$ cat src/rtl/adc_align_pkg.sv
// Shared types and helpers for the ADC word aligner: sample geometry,
// alignment FSM states and the per-lane bit-rotate function.
package adc_align_pkg;

    localparam int unsigned SAMPLE_WIDTH = 14;
    localparam int unsigned LANES        = 4;
    localparam int unsigned BUS_WIDTH    = SAMPLE_WIDTH * LANES;
    localparam int unsigned OFFSET_WIDTH = 4;

    typedef enum logic [2:0] {
        StIdle,
        StSearch,
        StVerify,
        StLocked,
        StFail
    } align_state_e;

    // Rotate left: bit i moves to (i + amt) mod SAMPLE_WIDTH. amt must be < SAMPLE_WIDTH.
    function automatic logic [SAMPLE_WIDTH-1:0] rotl_sample(
        input logic [SAMPLE_WIDTH-1:0] x,
        input logic [OFFSET_WIDTH-1:0] amt
    );
        logic [2*SAMPLE_WIDTH-1:0] dbl;
        dbl = {x, x} << amt;
        return dbl[2*SAMPLE_WIDTH-1 -: SAMPLE_WIDTH];
    endfunction

endpackage

$ cat src/rtl/adc_word_aligner_if.sv
// Parallel sample bus between the deserializer, the aligner and the DSP chain.
// master = upstream/downstream environment, slave = the aligner.
interface adc_word_aligner_if;
    import adc_align_pkg::*;

    logic [BUS_WIDTH-1:0] din_a;
    logic [BUS_WIDTH-1:0] din_b;
    logic [BUS_WIDTH-1:0] dout_a;
    logic [BUS_WIDTH-1:0] dout_b;
    logic                 dout_valid;

    modport master (
        output din_a,
        output din_b,
        input  dout_a,
        input  dout_b,
        input  dout_valid
    );

    modport slave (
        input  din_a,
        input  din_b,
        output dout_a,
        output dout_b,
        output dout_valid
    );

endinterface

$ cat src/rtl/adc_lane_rotator.sv
// One 14-bit lane: rotate left by the shared offset and register the result.
module adc_lane_rotator
    import adc_align_pkg::*;
(
    input  logic                    lvds_clk,
    input  logic                    rst,
    input  logic [SAMPLE_WIDTH-1:0] din,
    input  logic [OFFSET_WIDTH-1:0] offset,
    output logic [SAMPLE_WIDTH-1:0] dout
);

    logic [SAMPLE_WIDTH-1:0] rot_q;

    // Stage-2 register holding the rotated lane.
    always_ff @(posedge lvds_clk) begin
        if (rst) begin
            rot_q <= '0;
        end else begin
            rot_q <= rotl_sample(din, offset);
        end
    end

    assign dout = rot_q;

endmodule

$ cat src/rtl/adc_word_aligner.sv
// ADC word aligner: finds the bit rotation that restores 14-bit word alignment on
// both ADCs using the training pattern, then passes aligned samples with a valid flag.
// Optional build macro ADC_ALIGN_STATS_EN adds a saturating mismatch_cnt output.
module adc_word_aligner
    import adc_align_pkg::*;
#(
    parameter logic [SAMPLE_WIDTH-1:0] TRAIN_PATTERN = 14'h2A5C,
    parameter int unsigned             DWELL         = 16,
    parameter int unsigned             MATCH_TARGET  = 64
) (
    input  logic                    lvds_clk,
    input  logic                    rst,
    input  logic                    train_start,
    adc_word_aligner_if.slave       bus,
    output logic                    locked,
    output logic                    align_fail,
    output logic [OFFSET_WIDTH-1:0] offset
`ifdef ADC_ALIGN_STATS_EN
    ,
    output logic [15:0]             mismatch_cnt
`endif
);

    localparam int unsigned DWELL_W = $clog2(DWELL);
    localparam int unsigned MATCH_W = $clog2(MATCH_TARGET);
    localparam int unsigned SETTLE_W = 2;
    localparam logic [SETTLE_W-1:0] SETTLE_LOAD = 2'd2;
    localparam logic [OFFSET_WIDTH-1:0] LAST_OFFSET = OFFSET_WIDTH'(SAMPLE_WIDTH - 1);

    logic [BUS_WIDTH-1:0] s1_a_q, s1_b_q;
    logic [BUS_WIDTH-1:0] s2_a, s2_b;

    align_state_e            state_q, state_d;
    logic [OFFSET_WIDTH-1:0] offset_q, offset_d;
    logic [SETTLE_W-1:0]     settle_q, settle_d;
    logic [DWELL_W-1:0]      dwell_q, dwell_d;
    logic [MATCH_W-1:0]      match_cnt_q, match_cnt_d;
    logic                    match;
    logic                    eval;

    // Stage 1: capture raw deserializer words.
    always_ff @(posedge lvds_clk) begin
        if (rst) begin
            s1_a_q <= '0;
            s1_b_q <= '0;
        end else begin
            s1_a_q <= bus.din_a;
            s1_b_q <= bus.din_b;
        end
    end

    // Stage 2: one rotator per lane, all sharing the same offset.
    for (genvar i = 0; i < LANES; i++) begin : g_lane
        adc_lane_rotator u_rot_a (
            .lvds_clk (lvds_clk),
            .rst      (rst),
            .din      (s1_a_q[i*SAMPLE_WIDTH +: SAMPLE_WIDTH]),
            .offset   (offset_q),
            .dout     (s2_a[i*SAMPLE_WIDTH +: SAMPLE_WIDTH])
        );
        adc_lane_rotator u_rot_b (
            .lvds_clk (lvds_clk),
            .rst      (rst),
            .din      (s1_b_q[i*SAMPLE_WIDTH +: SAMPLE_WIDTH]),
            .offset   (offset_q),
            .dout     (s2_b[i*SAMPLE_WIDTH +: SAMPLE_WIDTH])
        );
    end

    // All eight aligned lanes must show the training word.
    always_comb begin
        match = 1'b1;
        for (int i = 0; i < LANES; i++) begin
            if (s2_a[i*SAMPLE_WIDTH +: SAMPLE_WIDTH] != TRAIN_PATTERN) match = 1'b0;
            if (s2_b[i*SAMPLE_WIDTH +: SAMPLE_WIDTH] != TRAIN_PATTERN) match = 1'b0;
        end
    end

    // Pipeline still holds data rotated by the previous offset while settle is nonzero.
    assign eval = (settle_q == '0);

    // FSM state, offset and counter registers.
    always_ff @(posedge lvds_clk) begin
        if (rst) begin
            state_q     <= StIdle;
            offset_q    <= '0;
            settle_q    <= '0;
            dwell_q     <= '0;
            match_cnt_q <= '0;
        end else begin
            state_q     <= state_d;
            offset_q    <= offset_d;
            settle_q    <= settle_d;
            dwell_q     <= dwell_d;
            match_cnt_q <= match_cnt_d;
        end
    end

    // Next-state logic: search offsets, verify a candidate, lock or give up.
    always_comb begin
        state_d     = state_q;
        offset_d    = offset_q;
        settle_d    = settle_q;
        dwell_d     = dwell_q;
        match_cnt_d = match_cnt_q;
        if (settle_q != '0) settle_d = settle_q - 1'b1;

        unique case (state_q)
            StIdle: begin
            end
            StSearch: begin
                if (eval) begin
                    if (match) begin
                        state_d     = StVerify;
                        match_cnt_d = MATCH_W'(1);
                        dwell_d     = '0;
                    end else if (dwell_q == DWELL_W'(DWELL - 1)) begin
                        dwell_d = '0;
                        if (offset_q == LAST_OFFSET) begin
                            state_d = StFail;
                        end else begin
                            offset_d = offset_q + 1'b1;
                            settle_d = SETTLE_LOAD;
                        end
                    end else begin
                        dwell_d = dwell_q + 1'b1;
                    end
                end
            end
            StVerify: begin
                if (match) begin
                    if (match_cnt_q == MATCH_W'(MATCH_TARGET - 1)) begin
                        state_d     = StLocked;
                        match_cnt_d = '0;
                    end else begin
                        match_cnt_d = match_cnt_q + 1'b1;
                    end
                end else begin
                    match_cnt_d = '0;
                    if (offset_q == LAST_OFFSET) begin
                        state_d = StFail;
                    end else begin
                        state_d  = StSearch;
                        offset_d = offset_q + 1'b1;
                        settle_d = SETTLE_LOAD;
                    end
                end
            end
            StLocked, StFail: begin
            end
            default: state_d = StIdle;
        endcase

        // Restart overrides everything, including a lock decision in the same cycle.
        if (train_start) begin
            state_d     = StSearch;
            offset_d    = '0;
            settle_d    = SETTLE_LOAD;
            dwell_d     = '0;
            match_cnt_d = '0;
        end
    end

    assign bus.dout_a     = s2_a;
    assign bus.dout_b     = s2_b;
    assign bus.dout_valid = (state_q == StLocked);
    assign locked         = (state_q == StLocked);
    assign align_fail     = (state_q == StFail);
    assign offset         = offset_q;

`ifdef ADC_ALIGN_STATS_EN
    logic [15:0] mismatch_cnt_q;

    // Count post-settle non-matching cycles while hunting; saturates.
    always_ff @(posedge lvds_clk) begin
        if (rst || train_start) begin
            mismatch_cnt_q <= '0;
        end else if (eval && !match && (state_q == StSearch || state_q == StVerify)
                     && mismatch_cnt_q != 16'hFFFF) begin
            mismatch_cnt_q <= mismatch_cnt_q + 16'd1;
        end
    end

    assign mismatch_cnt = mismatch_cnt_q;
`endif

endmodule

$ cat src/flat_wrapper.sv
// flat-port wrapper written by rule: the top's interface ports become plain ports
module adc_word_aligner_flat import adc_align_pkg::*;
#(
    parameter logic [SAMPLE_WIDTH-1:0] TRAIN_PATTERN = 14'h2A5C,
    parameter int unsigned             DWELL         = 16,
    parameter int unsigned             MATCH_TARGET  = 64
)
  (lvds_clk, rst, train_start, locked, align_fail, offset, bus_din_a, bus_din_b, bus_dout_a, bus_dout_b, bus_dout_valid);
  adc_word_aligner_if bus_i ();
  input  logic lvds_clk;
  input  logic rst;
  input  logic train_start;
  output logic locked;
  output logic align_fail;
  output logic [OFFSET_WIDTH-1:0] offset;
  input wire logic [$bits(bus_i.din_a)-1:0] bus_din_a;
  input wire logic [$bits(bus_i.din_b)-1:0] bus_din_b;
  output wire logic [$bits(bus_i.dout_a)-1:0] bus_dout_a;
  output wire logic [$bits(bus_i.dout_b)-1:0] bus_dout_b;
  output wire logic [$bits(bus_i.dout_valid)-1:0] bus_dout_valid;
  assign bus_i.din_a = bus_din_a;
  assign bus_i.din_b = bus_din_b;
  assign bus_dout_a = bus_i.dout_a;
  assign bus_dout_b = bus_i.dout_b;
  assign bus_dout_valid = bus_i.dout_valid;
  adc_word_aligner #(.TRAIN_PATTERN(TRAIN_PATTERN), .DWELL(DWELL), .MATCH_TARGET(MATCH_TARGET)) u_core (.lvds_clk(lvds_clk), .rst(rst), .train_start(train_start), .bus(bus_i), .locked(locked), .align_fail(align_fail), .offset(offset));
endmodule
$ cat config.mk
export PLATFORM = sky130hd
export DESIGN_NAME = adc_word_aligner_flat
export DESIGN_NICKNAME = d
export VERILOG_FILES = /design/src/rtl/adc_align_pkg.sv /design/src/rtl/adc_word_aligner_if.sv /design/src/rtl/adc_lane_rotator.sv /design/src/rtl/adc_word_aligner.sv /design/src/flat_wrapper.sv
export SDC_FILE = /design/constraint.sdc
export NUM_CORES = 1
export LEC_CHECK = 0
export CORE_MARGIN = 8
export CORE_UTILIZATION = 50
export DETAILED_ROUTE_END_ITERATION = 12
export PLACE_DENSITY = 0.83
export SLEW_MARGIN = 40
export SYNTH_ARGS = -nofsm -noshare
export SYNTH_HDL_FRONTEND = slang
export SYNTH_SLANG_ARGS = --single-unit
$ cat constraint.sdc
create_clock -name lvds_clk -period 2.23 [get_ports lvds_clk]
set_input_delay 0.3345 -clock lvds_clk [delete_from_list [all_inputs] [get_ports lvds_clk]]
set_output_delay 0.3345 -clock lvds_clk [all_outputs]
set_load 0.01 [all_outputs]
==> summary.log, run 1 <==
INFO  min_path       holdCritPathClass=in2reg
INFO  global_route   number_of_antenna_violations_at_the_first_check_in_global_routing=0
INFO  clock_tree     cts_sinks=243
INFO  die            io-pin-count=234
INFO  synth          yosysUniqueCellTypes=63
INFO  power_and_ir_drop cellLeakagePower=6.375nW
INFO  cells_and_area post_route_cells_drive_above_1_share=0.2122
INFO  die            fp.coreArea=24960um^2
INFO  run_status     violations=negative setup slack
INFO  timing         worst_hold_slack=268.5ps
INFO  global_route   grt_pass1_vias=10370
INFO  routing        drc=0
INFO  synth          synth.ff_latch_count=243
INFO  routing        detailroute.via_count=11238
INFO  setup_path     worst-r2r-setup-slack=-60ps
INFO  setup_path     critPathKind=reg2reg
INFO  setup_path     required=2650ps
INFO  setup_path     r2r_start=u_core.g_lane[0].u_rot_a.dout[8]
INFO  power_and_ir_drop design_power_total=11.26mW
INFO  timing         slew-limit-headroom=0.5616
INFO  cells_and_area storage_element_area=4881um^2
INFO  run_status     run_status=finished with violations
INFO  clock_tree     cts_max_level=1
INFO  setup_path     maximum_fanout_encountered_on_the_critical_timing_path=3
INFO  setup_path     critical-path-top-delay-family=simple AND/OR/NAND/NOR gates
INFO  timing         period_minus_slack=2292ps
INFO  min_path       hold_path_depth=2
INFO  timing         fin_setup_tns=-225.4ps
INFO  clock_tree     clock_tree_from_tritoncts=yes
INFO  clock_tree     cts.reportedPaths.clkPinSlew=60ps
INFO  setup_path     timing.rr.end=u_core.state_q[1]
INFO  die            die_height=174.7um
INFO  global_route   grt_start_max_net_pins=86
INFO  min_path       worstHoldEndpoint=u_core.s1_b_q[11]
INFO  clock_tree     worst_skew_pair_latency=540ps
INFO  setup_path     critical_path_arrival=2710ps
INFO  routing        first_pass_iters=6
INFO  timing         report.final.hold_viol_count=0
INFO  clock_tree     cts_inserted_buffers=25
INFO  placement      detailedPlacementHpwl=31260um
INFO  timing         finalWorstSetupSlack=-61.99ps
INFO  cells_and_area design.final.nets=1622
INFO  setup_path     critical_path.endpoint_type=flip-flop
INFO  setup_path     cp_slowest_stage_delay=590ps
INFO  routing        dr.first_iter.drc_count=1412
INFO  synth          synth_warn=0
INFO  global_route   global_route.overflow_total=0
INFO  timing         min_period_over_period=1.028
INFO  cells_and_area multi_input_gate_area=7412um^2
INFO  power_and_ir_drop pwr_density_cell=656.9nW/um^2
INFO  setup_path     cp_num_buf_inv=0
INFO  job            timing.max_cap.violations=0
INFO  setup_path     worst_reg2reg_path_depth=6
INFO  cells_and_area diodes_inserted=0
INFO  placement      placed_cells=1803
INFO  cells_and_area area_growth=36.06%
INFO  die            die_w=174.7um
INFO  setup_path     cp-start-kind=flip-flop
INFO  die            rows=58
INFO  synth          postSynthCellCount=1218
INFO  cells_and_area final_instance_count_without_filler_cells=1852
INFO  setup_path     cp_cell_sequence=nor4b_4 > nand4_1 > or4_4 > nor4_4 > nor3_1 > o221a_1
INFO  clock_tree     number_of_hold_repair_buffers_added_at_the_cts_stage=0
INFO  timing         fmaxAchievable=436.3MHz
INFO  routing        drtAntennaViolNets=0
INFO  min_path       hold_start=rst
INFO  placement      gp_congestion=0.9806
INFO  cells_and_area num-fill-cells=1786
INFO  timing         grt_setup_unrepaired=yes
INFO  synth          postSynth.topFlopCell=dfxtp_1
INFO  timing         slew_viol_final=0
INFO  timing         setup_violations=5
INFO  synth          postSynth.asyncResetShare=0
INFO  global_route   grt_first_pass_wirelength=60960um
INFO  global_route   grt.total_usage=0.2496
INFO  synth          synth.net_count=1337
INFO  clock_tree     cts_buffer_depth=3
INFO  synth          synth.avg_cell_area=10.34um^2
INFO  synth          yosysSeqAreaShare=0.3861
INFO  routing        wl_per_cell=21.97um
INFO  die            fp.dieArea=30530um^2
INFO  power_and_ir_drop peak_vdd_ir=0.0004012V
INFO  clock_tree     clock_root_buffer=clkbuf_16
INFO  die            initial_core_util=0.5047
INFO  timing         skew=20.01ps
INFO  synth          synth_edf_count=0
INFO  placement      port_buffers=233
INFO  routing        routed_wl=40700um
INFO  synth          synthesis.area=12600um^2
INFO  timing         timing_worst_slew_pin_value=657.7ps
INFO  setup_path     crit_path_slowest_cell=or4_4
INFO  routing        avgViaCountPerCell=6.068
-- repair_timing --
action / in CTS / in global routing
cloned: 0 / 1
pin swaps: 2 / 5
setup endpoints to repair: 23 / 22
gates resized for setup: 19 / 17
buffers inserted: 1 / 1
-- state kept, by name, indices dropped and copies added (netlist names) --
| signal | flops |
|---|---|
| u_core.dwell_q | 4 |
| u_core.g_lane.u_rot_a.dout | 56 |
| u_core.g_lane.u_rot_b.dout | 56 |
| u_core.match_cnt_q | 6 |
| u_core.offset | 4 |
| u_core.s1_a_q | 56 |
| u_core.s1_b_q | 56 |
| u_core.settle_q | 2 |
| u_core.state_q | 3 |
-- layout by cell type (no fill, tap or decap), types with 37 or more instances in the layout --
| master | instances |
|---|---|
| dfxtp_1 | 236 |
| nor2b_1 | 157 |
| mux2i_1 | 53 |
| mux4_2 | 98 |
| nor2_1 | 49 |
| clkdlybuf4s50_1 | 228 |
| buf_4 | 115 |
| a211oi_1 | 80 |
| a21oi_1 | 37 |
| a311oi_1 | 45 |
| nand2_1 | 119 |
-- where the power goes --
| group | internal, mW | switching (mW) |
|---|---|---|
| logic | 1.05 | 0.840 |
| clock network | 2.81 | 1.76 |
| registers | 4.58 | 0.223 |
| total | 8.44 | 2.82 |
-- cell families after synthesis --
family	synth area share
compound gates	0.1281
xor+xnor	0.0006953
fa+ha+maj	0.003973
buf+inv	0.03873
flops	0.3861
mux	0.2236
simple gates	0.2188
-- per-stage QoR --
step           setup slack (ps)  instance area, um^2  utilization
4_1_cts                  -2.115                17030       0.6822
3_5_place_dp             -325.9                15990       0.6407
3_3_place_gp             -275.3                15990       0.6407
2_1_floorplan             74.49                12600            -
5_1_grt                  -142.0                17140       0.6866
6_report                 -61.99                17140       0.6866
-- synth_stat cells, types with 2 or more instances --
library cell  instances  share of area
a211oi_1             81          0.048
a21boi_1              3         0.0018
a21o_1                6         0.0036
a21oi_1              39          0.015
a311oi_1             45          0.031
a31oi_1               3         0.0015
and2_1               14         0.0070
and3_1               28          0.014
and4b_1               7         0.0056
buf_1                 9         0.0027
buf_2                23         0.0091
buf_4                 4         0.0024
clkbuf_1             66          0.020
dfxtp_1             243           0.39
ha_1                  4         0.0040
inv_1                 4         0.0012
inv_2                 3        0.00089
mux2_2                7         0.0063
mux2i_1              53          0.042
mux4_2               98           0.18
nand2_1             119          0.035
nand3_1              18         0.0072
nand4_1              10         0.0050
nand4b_1              3         0.0021
nor2_1               49          0.015
nor2b_1             157          0.078
nor3_1                6         0.0024
nor3b_1               3         0.0018
nor4_1                6         0.0030
nor4b_1               9         0.0063
nor4bb_1             30          0.024
o211a_1               5         0.0040
o21a_1                2         0.0012
o21ai_0              24         0.0095
o21ai_1               4         0.0016
o221a_1               2         0.0018
o31ai_1               3         0.0018
or2_2                 2        0.00099
or4_4                 2         0.0018
-- worst max path at each step --
stage                     slack [ps]  cells after the start                                 to                        startpoint
after floorplan                   70                      8  u_core.g_lane[1].u_rot_a.dout[10]                  u_core.offset[0]
after global placement          -280                      6              u_core.match_cnt_q[2]  u_core.g_lane[0].u_rot_a.dout[8]
after detailed placement        -330                      6              u_core.match_cnt_q[2]  u_core.g_lane[0].u_rot_a.dout[8]
after CTS                         -2                      7              u_core.match_cnt_q[3]  u_core.g_lane[0].u_rot_b.dout[0]
after global routing            -140                      6                  u_core.state_q[1]  u_core.g_lane[0].u_rot_a.dout[8]
final                            -60                      6                  u_core.state_q[1]  u_core.g_lane[0].u_rot_a.dout[8]
-- layer usage --
| metal | track usage | vias up | wire length, um |
|---|---|---|---|
| met5 | 0 | - | 0 |
| met4 | 0.07383 | 0 | 1098 |
| met3 | 0.05267 | 63 | 4488 |
| met2 | 0.3689 | 689 | 17730 |
| met1 | 0.3606 | 5325 | 17370 |
| li1 | - | 5161 | - |
-- final cells by class --
cell class / instances / share of cell area
inverters: 8 / 0.001825
repair buffers: 362 / 0.2037
clock inverters: 14 / 0.01234
clock buffers: 32 / 0.04095
flip-flops and latches: 243 / 0.2847
multi-input cells: 863 / 0.4324
well taps: 330 / 0.02409
Power figures use the tool's default switching activity.
==> inputs of run 2 (changes only) <==
--- a/config.mk
+++ b/config.mk
@@ -5,10 +5,11 @@
 export SDC_FILE = /design/constraint.sdc
 export NUM_CORES = 1
 export LEC_CHECK = 0
-export CORE_MARGIN = 8
+export CORE_MARGIN = 2
 export CORE_UTILIZATION = 50
 export DETAILED_ROUTE_END_ITERATION = 12
 export PLACE_DENSITY = 0.83
+export REMOVE_ABC_BUFFERS = 1
 export SLEW_MARGIN = 40
 export SYNTH_ARGS = -nofsm -noshare
 export SYNTH_HDL_FRONTEND = slang
==> summary.log, run 2 (same netlist as run 1, synthesis figures left out) <==
INFO  run_status     run_status=finished with violations
INFO  run_status     violations=negative setup slack
INFO  routing        detailroute.via_count=11076
INFO  timing         report.final.hold_viol_count=0
INFO  cells_and_area area_growth=37.35%
INFO  cells_and_area most_common_cell_after_layout_fill_and_taps_aside=clkdlybuf4s50_1
INFO  global_route   grt_first_pass_wirelength=56160um
INFO  cells_and_area num-fill-cells=1791
INFO  cells_and_area diodes_inserted=0
INFO  routing        avgViaCountPerCell=6.010
INFO  placement      port_buffers=233
INFO  placement      placed_cells=1783
INFO  clock_tree     cts.reportedPaths.clkPinSlew=60ps
INFO  clock_tree     cts_buffer_depth=3
INFO  min_path       holdCritPathClass=in2reg
INFO  timing         finalWorstSetupSlack=-45.66ps
INFO  global_route   grt_start_max_net_pins=71
INFO  setup_path     required=2650ps
INFO  setup_path     critical_path.endpoint_type=flip-flop
INFO  setup_path     maximum_fanout_encountered_on_the_critical_timing_path=7
INFO  timing         skew=11.28ps
INFO  cells_and_area post_route_cells_drive_above_1_share=0.2260
INFO  cells_and_area design.final.nets=1612
INFO  global_route   number_of_antenna_violations_at_the_first_check_in_global_routing=0
INFO  clock_tree     worst_skew_pair_latency=540ps
INFO  clock_tree     clock_root_buffer=clkbuf_16
INFO  power_and_ir_drop pwr_density_cell=659.6nW/um^2
INFO  cells_and_area final_core_utilization=0.6932
INFO  cells_and_area layout_common_cells=clkdlybuf4s50_1 (228), dfxtp_1 (226), nor2b_1 (157), nand2_1 (119), buf_4 (101)
INFO  routing        drc=0
INFO  setup_path     cp-start-kind=flip-flop
INFO  die            fp.coreArea=24960um^2
INFO  timing         slew-limit-headroom=0.6169
INFO  global_route   grt.total_usage=0.2664
INFO  placement      detailedPlacementHpwl=27130um
INFO  timing         timing_worst_slew_pin_value=570.8ps
INFO  routing        dr.first_iter.drc_count=749
INFO  die            rows=58
INFO  timing         min_period_over_period=1.020
INFO  routing        first_pass_iters=5
INFO  placement      gp_congestion=0.9783
INFO  clock_tree     clock_tree_from_tritoncts=yes
INFO  timing         period_minus_slack=2276ps
INFO  clock_tree     cts_inserted_buffers=27
INFO  global_route   grt_pass1_vias=10788
INFO  die            io-pin-count=234
INFO  global_route   global_route.overflow_total=0
INFO  routing        routed_wl=36390um
INFO  die            fp.dieArea=26480um^2
INFO  routing        drtAntennaViolNets=0
INFO  clock_tree     cts_max_level=1
INFO  clock_tree     cts_sinks=243
INFO  die            die_height=162.7um
INFO  power_and_ir_drop peak_vdd_ir=0.0005395V
INFO  routing        wl_per_cell=19.74um
INFO  setup_path     critPathKind=reg2reg
INFO  power_and_ir_drop cellLeakagePower=6.407nW
INFO  timing         setup_violations=8
INFO  job            timing.max_cap.violations=0
INFO  timing         fmaxAchievable=439.4MHz
INFO  timing         grt_setup_unrepaired=yes
INFO  setup_path     critical_path_arrival=2700ps
INFO  cells_and_area final_instance_count_without_filler_cells=1843
INFO  die            initial_core_util=0.5047
INFO  timing         slew_viol_final=0
INFO  die            die_w=162.7um
run 2: cell types whose count changed in the layout (fill, tap and decap cells not counted), moves of 4 or more:
cell,change
dfxtp_1,-10
nor4bb_4,+4
nor4bb_1,-8
nor4bb_2,+4
dfxtp_2,+10
buf_4,-14
run 2: where the power goes:
| part | internal, mW | leakage, nW | switching (mW) |
|---|---|---|---|
| Sequential | 4.58 | 2.02 | 0.213 |
| Clock | 2.99 | 0.477 | 1.80 |
| Combinational | 1.05 | 3.91 | 0.778 |
| Total | 8.62 | 6.41 | 2.79 |
run 2: worst paths after layout:
check	from	end	slack, ps	cells past startpoint
worst min-delay path	rst	u_core.s1_b_q[50]	180	2
worst max-delay path	u_core.g_lane[1].u_rot_a.dout[3]	u_core.dwell_q[3]	-50	9
worst min register to register	u_core.dwell_q[1]	u_core.dwell_q[1]	480	2
worst max register to register	u_core.g_lane[1].u_rot_a.dout[3]	u_core.dwell_q[3]	-50	9
run 2: worst max-delay path: stages, from the launching register on:
cell	delay, ps
dfxtp_1	440
nor4bb_1	450
nand4_1	260
nor4_2	240
buf_4	170
nand3_1	80
buf_4	180
o21ai_0	140
buf_4	160
a211oi_1	40
run 2: layout make-up:
| class | count | area [um^2] | area share |
|---|---|---|---|
| clock buffers | 35 | 765.7 | 0.04425 |
| clock inverters | 14 | 203.9 | 0.01179 |
| inverters | 8 | 33.78 | 0.001952 |
| multi-input cells | 863 | 7572 | 0.4376 |
| flip-flops and latches | 243 | 4893 | 0.2828 |
| well taps | 330 | 412.9 | 0.02386 |
| repair buffers | 350 | 3422 | 0.1978 |
run 2: layer usage:
metal | GRT usage | part of all wire | vias up
li1 | - | - | 5135
met3 | 0.05500 | 0.089 | 84
met4 | 0.07723 | 0.030 | 0
met1 | 0.3290 | 0.39 | 5355
met5 | 0 | 0 | -
met2 | 0.4711 | 0.50 | 502
run 2: metrics by stage:
| step | setup TNS (ps) | hold WS (ps) | instance area (um^2) | worst slack, ps | power, mW |
|---|---|---|---|---|---|
| 2_1_floorplan | -417000 | 403.9 | 12140 | -3932 | 5.746 |
| 3_3_place_gp | -193.5 | 450.8 | 15870 | -41.11 | 6.591 |
| 3_5_place_dp | -115.1 | 466.6 | 15870 | -36.29 | 6.628 |
| 4_1_cts | 0 | 179.8 | 16930 | 7.324 | 11.40 |
| 5_1_grt | -1440 | 206.2 | 17300 | -166.3 | 11.80 |
| 6_report | -207.2 | 184.9 | 17300 | -45.66 | 11.41 |
run 2: timing repair:
action,in CTS,in global routing
hold endpoints to repair,0,0
hold buffers,0,0
setup endpoints to repair,9,24
setup buffers,2,8
pin swaps,0,14
gates cloned,1,0
gates resized for setup,8,62
==> inputs of run 3 (changes only) <==
--- a/config.mk
+++ b/config.mk
@@ -5,6 +5,7 @@
 export SDC_FILE = /design/constraint.sdc
 export NUM_CORES = 1
 export LEC_CHECK = 0
+export CAP_MARGIN = 20
 export CORE_MARGIN = 2
 export CORE_UTILIZATION = 50
 export DETAILED_ROUTE_END_ITERATION = 12
==> results of run 3 <==
Same layout as run 2: the final DEF is identical, and so are final timing and power.
==> patch: new RTL, flow settings as in run 1 <==
`MATCH_TARGET` is set to 64 in 2 places; all go to 128.
--- a/src/rtl/adc_word_aligner.sv
+++ b/src/rtl/adc_word_aligner.sv
@@ -7,5 +7,5 @@
     parameter logic [SAMPLE_WIDTH-1:0] TRAIN_PATTERN = 14'h2A5C,
     parameter int unsigned             DWELL         = 16,
-    parameter int unsigned             MATCH_TARGET  = 64
+    parameter int unsigned             MATCH_TARGET  = 128
 ) (
     input  logic                    lvds_clk,
--- a/src/flat_wrapper.sv
+++ b/src/flat_wrapper.sv
@@ -4,5 +4,5 @@
     parameter logic [SAMPLE_WIDTH-1:0] TRAIN_PATTERN = 14'h2A5C,
     parameter int unsigned             DWELL         = 16,
-    parameter int unsigned             MATCH_TARGET  = 64
+    parameter int unsigned             MATCH_TARGET  = 128
 )
   (lvds_clk, rst, train_start, locked, align_fail, offset, bus_din_a, bus_din_b, bus_dout_a, bus_dout_b, bus_dout_valid);
Check against the original RTL: same outputs for any inputs over 4 cycles, from zero or initial values and one cycle with rst high; that may be too few to reach the edited logic, so the function may still have changed.
==> patch against run 1 <==
  * Clock power shrank 10%
  * Global-route usage shrank 0.68 points
  * Routed wire length shrank 3.9%
  * Non-clock buffer count increased by 20
  * Worst setup slack worse by 130 ps
  * Hold slack worse by 56 ps
  * Synthesized area shrank 0.44%
  * Total power fell by 7.7%
  * Sequential cell count increased by 1
  * The run still ends with negative setup slack left
  * Final area about the same
==> patch: results (changes against run 1) <==
[status]
outcome=complete, but fails checks  ; unchanged
violations=negative setup slack  ; unchanged

[clocking]
clock_latency_ps=520  ; was 540 ps
cts_buffers=24  ; was 25

[final_layout]
clock_buffers=33  ; was 32
drive_above_1_share_pct=22.0  ; was 21.2%
fin_nets=1646  ; was 1,622
fillers=1769  ; was 1,786
multi_input_area_um2=7310  ; was 7410 um2
register_area_um2=4910  ; was 4880 um2
layout.comb_gates.multi_input=866  ; was 863
clk_share_pct=4.73  ; was 5.33%

[sta]
finalSetupViolCount=20  ; was 5
fin_tns_setup_ps=-2300  ; was -225 ps
setup_slack_ps=-189  ; was -62.0 ps
maxSlewHeadroom_pct=60.7  ; was 56.2%

[logic_synthesis]
yosysSeqAreaShare_pct=38.9  ; was 38.6%
synth_fp_nets=1348  ; was 1,337

[drt]
dr_wl_met2_um=16800  ; was 17,700 um
m1WireLength_um=17000  ; was 17,400 um
drt_iter0_drc=1347  ; was 1,412
top_layer=met5  ; was met4
wire_per_inst_um=20.9  ; was 22.0 um
viasPerCell=6.05  ; was 6.07

[setup_path]
cp.arrival_ps=2820  ; was 2710 ps
startpoint=u_core.g_lane[3].u_rot_a.dout[12]  ; was u_core.g_lane[0].u_rot_a.dout[8]
cp_max_fo=7  ; was 3

[global_routing]
grt_pass1_wl_um=59800  ; was 61,000 um
grt_usage_pct=24.3  ; was 25.0%
grt_pass1_vias=10800  ; was 10,400
use_met1_pct=35.6  ; was 36.1%
met3_usage_pct=4.75  ; was 5.27%
grt_start_max_net_pins=102  ; was 86

[power_and_ir_drop]
power.leakage_nw=6.42  ; was 6.38 nW
powerComb_w=0.00152  ; was 0.00189 W
seq_cell_power_w=0.00476  ; was 0.00480 W
peakVddDrop_mv=0.567  ; was 0.401 mV

[hold_path]
hold_end=u_core.s1_b_q[36]  ; was u_core.s1_b_q[11]

-- patch: stage by stage --
| stage | cells | area [um2] | total power (W) | utilization (%) | setup WS [ps] |
|---|---|---|---|---|---|
| 4_1_cts | 1868 | 17000 | 0.0104 | 68.4 | -160 |
| 2_1_floorplan | 1229 | 12600 | 0.00553 | - | -28.3 |
| 5_1_grt | 1873 | 17100 | 0.0107 | 68.8 | -250 |
| 3_3_place_gp | 1821 | 16100 | 0.00628 | 64.7 | -257 |
| 6_report | 1873 | 17100 | 0.0104 | 68.8 | -189 |
| 3_5_place_dp | 1821 | 16100 | 0.00633 | 64.7 | -306 |
-- patch: cells by family after synthesis --
family	after synthesis	share of synthesized area, %
adders and majority gates	4	0.399
AOI/OAI and AO/OA	228	13.0
buffers and inverters	119	3.85
DFF	244	38.9
xor gates and xnor gates	1	0.0698
muxes	157	22.4
and+or+nand+nor	476	21.3
-- patch: what timing repair did --
action	CTS	global route
pin swaps	7	9
endpoints found under the setup margin	22	26
buffers inserted	2	5
resized for setup	14	10
gates cloned	3	0
